$ cat src/rtl/bias_act_stage.sv
// Output stage of the conv layer: adds the per-channel bias to a rescaled accumulator,
// optionally applies ReLU, saturates to 16 bits and emits through a 2-stage pipeline.
module bias_act_stage #(
  parameter int CH_NUM = 10,
  parameter int ACC_W  = 32,
  parameter int SHIFT  = 8
) (
  input  logic             clk,
  input  logic             rst,
  input  logic             in_valid,
  output logic             in_ready,
  input  logic [ACC_W-1:0] in_acc,
  input  logic [15:0]      in_ch,
  input  logic             in_last,
  input  logic             relu_en,
  output logic             read_bias_signal,
  output logic [15:0]      read_bias_addr,
  input  logic [15:0]      read_bias_data,
  output logic             out_valid,
  input  logic             out_ready,
  output logic [15:0]      out_data,
  output logic [15:0]      out_ch,
  output logic             out_last,
  output logic             err_ch,
  output logic [15:0]      sat_cnt
);

  localparam int SW = ACC_W + 1;
  localparam logic [15:0]          CH_LIMIT = 16'(CH_NUM);
  localparam logic signed [SW-1:0] POS_MAX  = SW'(32767);
  localparam logic signed [SW-1:0] NEG_MIN  = ~POS_MAX;

  // Handshake: a transfer happens on a rising edge where valid && ready; valid, once
  // raised, holds its payload until that edge. in_ready looks through stage 2 at out_ready.
  logic                 s1_valid;
  logic signed [SW-1:0] s1_sum;
  logic [15:0]          s1_ch;
  logic                 s1_last;
  logic                 s1_relu;

  logic                 adv1, adv2, ch_ok;
  logic signed [SW-1:0] acc_ext, acc_sh, bias_ext, sum;
  logic signed [SW-1:0] relu_val;
  logic                 sat;
  logic [15:0]          clamped;

  always_comb begin
    adv2             = s1_valid && (!out_valid || out_ready);
    in_ready         = !s1_valid || adv2;
    adv1             = in_valid && in_ready;
    ch_ok            = in_ch < CH_LIMIT;
    read_bias_signal = adv1 && ch_ok;
    read_bias_addr   = read_bias_signal ? in_ch : 16'h0000;
    acc_ext          = {in_acc[ACC_W-1], in_acc};
    acc_sh           = acc_ext >>> SHIFT;
    bias_ext         = ch_ok ? {{(SW-16){read_bias_data[15]}}, read_bias_data} : '0;
    sum              = acc_sh + bias_ext;
  end

  always_comb begin
    relu_val = (s1_relu && s1_sum[SW-1]) ? '0 : s1_sum;
    sat      = 1'b0;
    clamped  = relu_val[15:0];
    if (relu_val > POS_MAX) begin
      sat     = 1'b1;
      clamped = 16'h7FFF;
    end else if (relu_val < NEG_MIN) begin
      sat     = 1'b1;
      clamped = 16'h8000;
    end
  end

  always_ff @(posedge clk or negedge rst) begin
    if (!rst) begin
      s1_valid <= 1'b0;
      s1_sum   <= '0;
      s1_ch    <= '0;
      s1_last  <= 1'b0;
      s1_relu  <= 1'b0;
    end else if (adv1) begin
      s1_valid <= 1'b1;
      s1_sum   <= sum;
      s1_ch    <= in_ch;
      s1_last  <= in_last;
      s1_relu  <= relu_en;
    end else if (adv2) begin
      s1_valid <= 1'b0;
    end
  end

  always_ff @(posedge clk or negedge rst) begin
    if (!rst) begin
      out_valid <= 1'b0;
      out_data  <= '0;
      out_ch    <= '0;
      out_last  <= 1'b0;
    end else if (adv2) begin
      out_valid <= 1'b1;
      out_data  <= clamped;
      out_ch    <= s1_ch;
      out_last  <= s1_last;
    end else if (out_ready) begin
      out_valid <= 1'b0;
    end
  end

  always_ff @(posedge clk or negedge rst) begin
    if (!rst) begin
      err_ch  <= 1'b0;
      sat_cnt <= '0;
    end else begin
      if (adv1 && !ch_ok) err_ch <= 1'b1;
      if (adv2 && sat && sat_cnt != 16'hFFFF) sat_cnt <= sat_cnt + 16'd1;
    end
  end

endmodule

$ cat config.mk
export PLATFORM = sky130hd
export DESIGN_NAME = bias_act_stage
export DESIGN_NICKNAME = d
export VERILOG_FILES = /design/src/rtl/bias_act_stage.sv
export SDC_FILE = /design/constraint.sdc
export NUM_CORES = 1
export LEC_CHECK = 0
export ABC_AREA = 1
export BUFFER_PORTS_ARGS = -buffer_cell sky130_fd_sc_hd__buf_2
export CORE_ASPECT_RATIO = 0.7
export CORE_MARGIN = 2
export CORE_UTILIZATION = 35
export DETAILED_ROUTE_END_ITERATION = 12
export PLACE_DENSITY = 0.6
export SYNTH_ARGS = -nofsm -noshare
export SYNTH_HDL_FRONTEND = slang
export SYNTH_SLANG_ARGS = --single-unit
$ cat constraint.sdc
create_clock -name clk -period 1.7 [get_ports clk]
set_clock_uncertainty 0.05 [all_clocks]
set_input_delay 0.255 -clock clk [delete_from_list [all_inputs] [get_ports clk]]
set_output_delay 0.255 -clock clk [all_outputs]
set_load 0.1 [all_outputs]
==> insert_results.sql <==
INSERT INTO impl_metrics (metric_group, metric, value, unit) VALUES
('timing', 'final.setup.worst_slack', '-0.568', 'ns'),
('power', 'net_sw_frac', '0.480', ''),
('logic_synthesis', 'synthMuxAreaShare', '0', ''),
('routing', 'drt_first_iter_violations', '516', ''),
('timing', 'finalHoldViolCount', '0', ''),
('placed_design', 'dpl_cell_area', '8380', 'um^2'),
('critical_path', 'cp_num_buf_inv', '5', ''),
('floorplan', 'fp.coreArea', '17900', 'um^2'),
('logic_synthesis', 'netlist.area_leader.share', '0.404', ''),
('final_layout', 'area_delta_synth_final', '60.6', '%'),
('final_layout', 'utilization', '0.572', ''),
('routing', 'detail_route.drc_violations', '0', ''),
('global_route', 'grt_start_max_net_pins', '54', ''),
('final_layout', 'fin_cells', '1390', ''),
('global_route', 'grtUsageTotal', '0.208', ''),
('power', 'vdd_drop_max', '1.15', 'mV'),
('status', 'violations', 'setup timing', ''),
('logic_synthesis', 'avg_cell_area_syn', '7.06', 'um^2'),
('global_route', 'grt_pass1_vias', '6270', ''),
('clocking', 'cts-htree-levels', '3', ''),
('floorplan', 'die_height', '117', 'um'),
('clocking', 'clock_tree.root_cell', 'sky130_fd_sc_hd__clkbuf_16', ''),
('status', 'status', 'finished, violations left', ''),
('logic_synthesis', 'synth.yosys.seq_area_share', '0.404', ''),
('global_route', 'grt_first_pass_wirelength', '31700', 'um'),
('critical_path', 'critical_path_rt', '1.89', 'ns'),
('timing', 'maxSlewViolCount', '0', ''),
('critical_path', 'cp_cell_sequence', 'buf_4, nor4_4, nand4_1, buf_6, nor2_4, buf_12, buf_8, buf_6, ha_4, nand2_4, nor2_4, and2_4, nand3_4, nand4_1, nand2_1, nand2_2, nand2_1', ''),
('job', 'drv.max_cap_violation_count', '0', ''),
('routing', 'via_count', '6661', ''),
('power', 'power_density', '963', 'nW/um^2'),
('power', 'power_switching', '4730', 'uW'),
('critical_path', 'critical_path.endpoint_type', 'flip-flop', ''),
('logic_synthesis', 'synth_fa_ha_area_frac', '0.0522', ''),
('routing', 'wl_per_cell', '14.3', 'um'),
('power', 'reg_power_frac', '0.331', ''),
('critical_path', 'critical-path-slowest-cell', 'sky130_fd_sc_hd__nor4_4', ''),
('routing', 'finalWirelength', '19900', 'um'),
('logic_synthesis', 'synth_top_family_by_area', 'simple AND/OR/NAND/NOR gates', ''),
('clocking', 'clock_sink_count', '103', ''),
('critical_path', 'crit_path_max_fanout', '6', ''),
('clocking', 'insertion_delay', '0.35', 'ns'),
('power', 'p_clk_frac', '0.209', ''),
('logic_synthesis', 'ys.warnings.count', '0', ''),
('clocking', 'cts_tree', 'built', ''),
('floorplan', 'placement_rows', '41', ''),
('logic_synthesis', 'synth_top_cell_by_area', 'sky130_fd_sc_hd__dfrtp_1', ''),
('routing', 'routed_via_density', '4.79', ''),
('critical_path', 'worst_setup_path_start_kind', 'primary input', ''),
('timing', 'max_freq', '441', 'MHz'),
('timing', 'final_period_minus_worst_setup_slack', '2.27', 'ns'),
('final_layout', 'finish.instance_area', '10200', 'um^2'),
('global_route', 'globalRoute.totalOverflow', '0', ''),
('logic_synthesis', 'netlist_top_cells_area', 'sky130_fd_sc_hd__dfrtp_1, sky130_fd_sc_hd__nand2_1, sky130_fd_sc_hd__inv_1', ''),
('placed_design', 'place_hpwl', '14200', 'um'),
('clocking', 'cts_inserted_buffers', '9', ''),
('logic_synthesis', 'syn-instance-count', '903', ''),
('timing', 'count_of_final_setup_violators', '37', ''),
('placed_design', 'number_of_buffer_cells_added_on_primary_ports', '118', ''),
('critical_path', 'setup.worst_path.class', 'in2reg', ''),
('logic_synthesis', 'yosys.area_share.xor_xnor', '0.0261', ''),
('floorplan', 'io-pin-count', '139', ''),
('routing', 'detail_route.first_pass.iterations', '5', ''),
('final_layout', 'drive_above_1_share', '0.467', ''),
('clocking', 'path_clk_slew', '0.07', 'ns'),
('global_route', 'antenna_violations_before_repair', '0', ''),
('final_layout', 'num-nets-final', '1245', ''),
('logic_synthesis', 'yosys.area_share.simple', '0.314', ''),
('logic_synthesis', 'synthMostInstantiatedCell', 'sky130_fd_sc_hd__nand2_1', ''),
('power', 'power_report.internal_total', '5130', 'uW'),
('logic_synthesis', 'post_synth_num_cell_types', '35', '');
-- final cells by class --
class                      instances  area [um^2]
clock buffer                      11          233
clock inverter                     5         56.3
fill                            1618         7670
inverter                         111          422
multi-input combinational        664         4630
sequential                       103         2630
tap                              236          295
timing repair buffer             260         1970
-- state kept, by name, summed over array words and instances (netlist names) --
name	count
out_last	1
sat_cnt	16
out_valid	1
out_ch	16
err_ch	1
s1_valid	1
out_data	16
s1_ch	16
s1_last	1
s1_relu	1
s1_sum	33
-- power by group through the flow --
stage / registers (uW) / clock network, uW / logic (uW)
final: 3260 / 2060 / 4530
after global routing: 3310 / 2200 / 4810
after CTS: 3240 / 2130 / 4350
after detailed placement: 3290 / 0 / 4210
after global placement: 3270 / 0 / 4190
after floorplan: 5300 / 0 / 1170
-- logic make-up (layout without fill, tap and decap cells) --
| kind of cell | Yosys count | in the layout |
|---|---|---|
| AND/OR/NAND/NOR | 479 | 479 |
| XOR/XNOR | 19 | 19 |
| other | 1 | 12 |
| AO/OA/AOI/OAI | 128 | 128 |
| buffers and inverters | 147 | 387 |
| adder cells (fa/ha/maj) | 26 | 26 |
| flip-flops | 103 | 103 |
-- worst min-delay path, stage by stage --
cell	delay, ns
sky130_fd_sc_hd__buf_2	0.08
sky130_fd_sc_hd__nand2_1	0.04
sky130_fd_sc_hd__o21ai_0	0.06
-- worst paths after layout --
path / start / slack [ns] / depth (start not counted) / endpoint
worst max-delay path: in_ch[15] / -0.57 / 17 / s1_sum[25]
worst min-delay path: in_last / 0.07 / 3 / s1_last
worst max register to register: s1_sum[32] / 0.03 / 11 / sat_cnt[15]
worst min register to register: err_ch / 0.43 / 1 / err_ch
max in group asynchronous: rst / 0.70 / 3 / sat_cnt[5]
min in group asynchronous: rst / 0.33 / 2 / out_ch[11]
-- placed cells by master, fill, tap and decap left out, types with 4 or more instances in the layout --
cell / instances
sky130_fd_sc_hd__nand3_2: 31
sky130_fd_sc_hd__nor2_1: 63
sky130_fd_sc_hd__xnor2_1: 4
sky130_fd_sc_hd__dfrtp_1: 84
sky130_fd_sc_hd__nor2_2: 18
sky130_fd_sc_hd__dfrtp_2: 8
sky130_fd_sc_hd__dfrtp_4: 11
sky130_fd_sc_hd__a21oi_4: 9
sky130_fd_sc_hd__buf_6: 20
sky130_fd_sc_hd__buf_12: 14
sky130_fd_sc_hd__xor2_1: 12
sky130_fd_sc_hd__a21oi_1: 36
sky130_fd_sc_hd__nor3_1: 5
sky130_fd_sc_hd__o21ai_0: 39
sky130_fd_sc_hd__nand4_1: 18
sky130_fd_sc_hd__nand2_1: 201
sky130_fd_sc_hd__inv_1: 93
sky130_fd_sc_hd__nor2_4: 27
sky130_fd_sc_hd__ha_4: 24
sky130_fd_sc_hd__a21oi_2: 12
sky130_fd_sc_hd__buf_2: 107
sky130_fd_sc_hd__nand3_4: 9
sky130_fd_sc_hd__o21ai_2: 9
sky130_fd_sc_hd__nand3_1: 25
sky130_fd_sc_hd__nand2_4: 20
sky130_fd_sc_hd__o21ai_1: 14
sky130_fd_sc_hd__inv_2: 16
sky130_fd_sc_hd__buf_4: 115
sky130_fd_sc_hd__clkbuf_16: 10
sky130_fd_sc_hd__conb_1: 12
sky130_fd_sc_hd__nand2_2: 44
-- per-stage QoR --
step	total power, uW	hold slack (ns)	worst slack (ns)	setup TNS [ns]
3_5_place_dp	7490	0.166	-1.02	-28.60
6_report	9850	0.0682	-0.568	-16.83
2_1_floorplan	6470	-0.0906	-0.679	-23.62
3_3_place_gp	7460	0.177	-1.01	-27.79
5_1_grt	10300	0.0759	-0.678	-21.68
4_1_cts	9720	0.0587	-0.533	-15.11
-- layer usage --
layer / global-route usage / part of all wire / up-vias
met3: 0.0296 / 0.045 / 19
met2: 0.316 / 0.44 / 177
li1: - / - / 3358
met1: 0.310 / 0.50 / 3107
met5: 0 / 0 / -
met4: 0.0539 / 0.010 / 0
-- repair_timing --
item / CTS / global route
cloned: 1 / 2
gates resized for setup: 199 / 114
endpoints found under the hold margin: 26 / 0
setup endpoints to repair: 37 / 67
hold buffers: 1 / 0
pin swaps: 94 / 59
buffers inserted: 20 / 10
(Power assumes the default switching activity.)
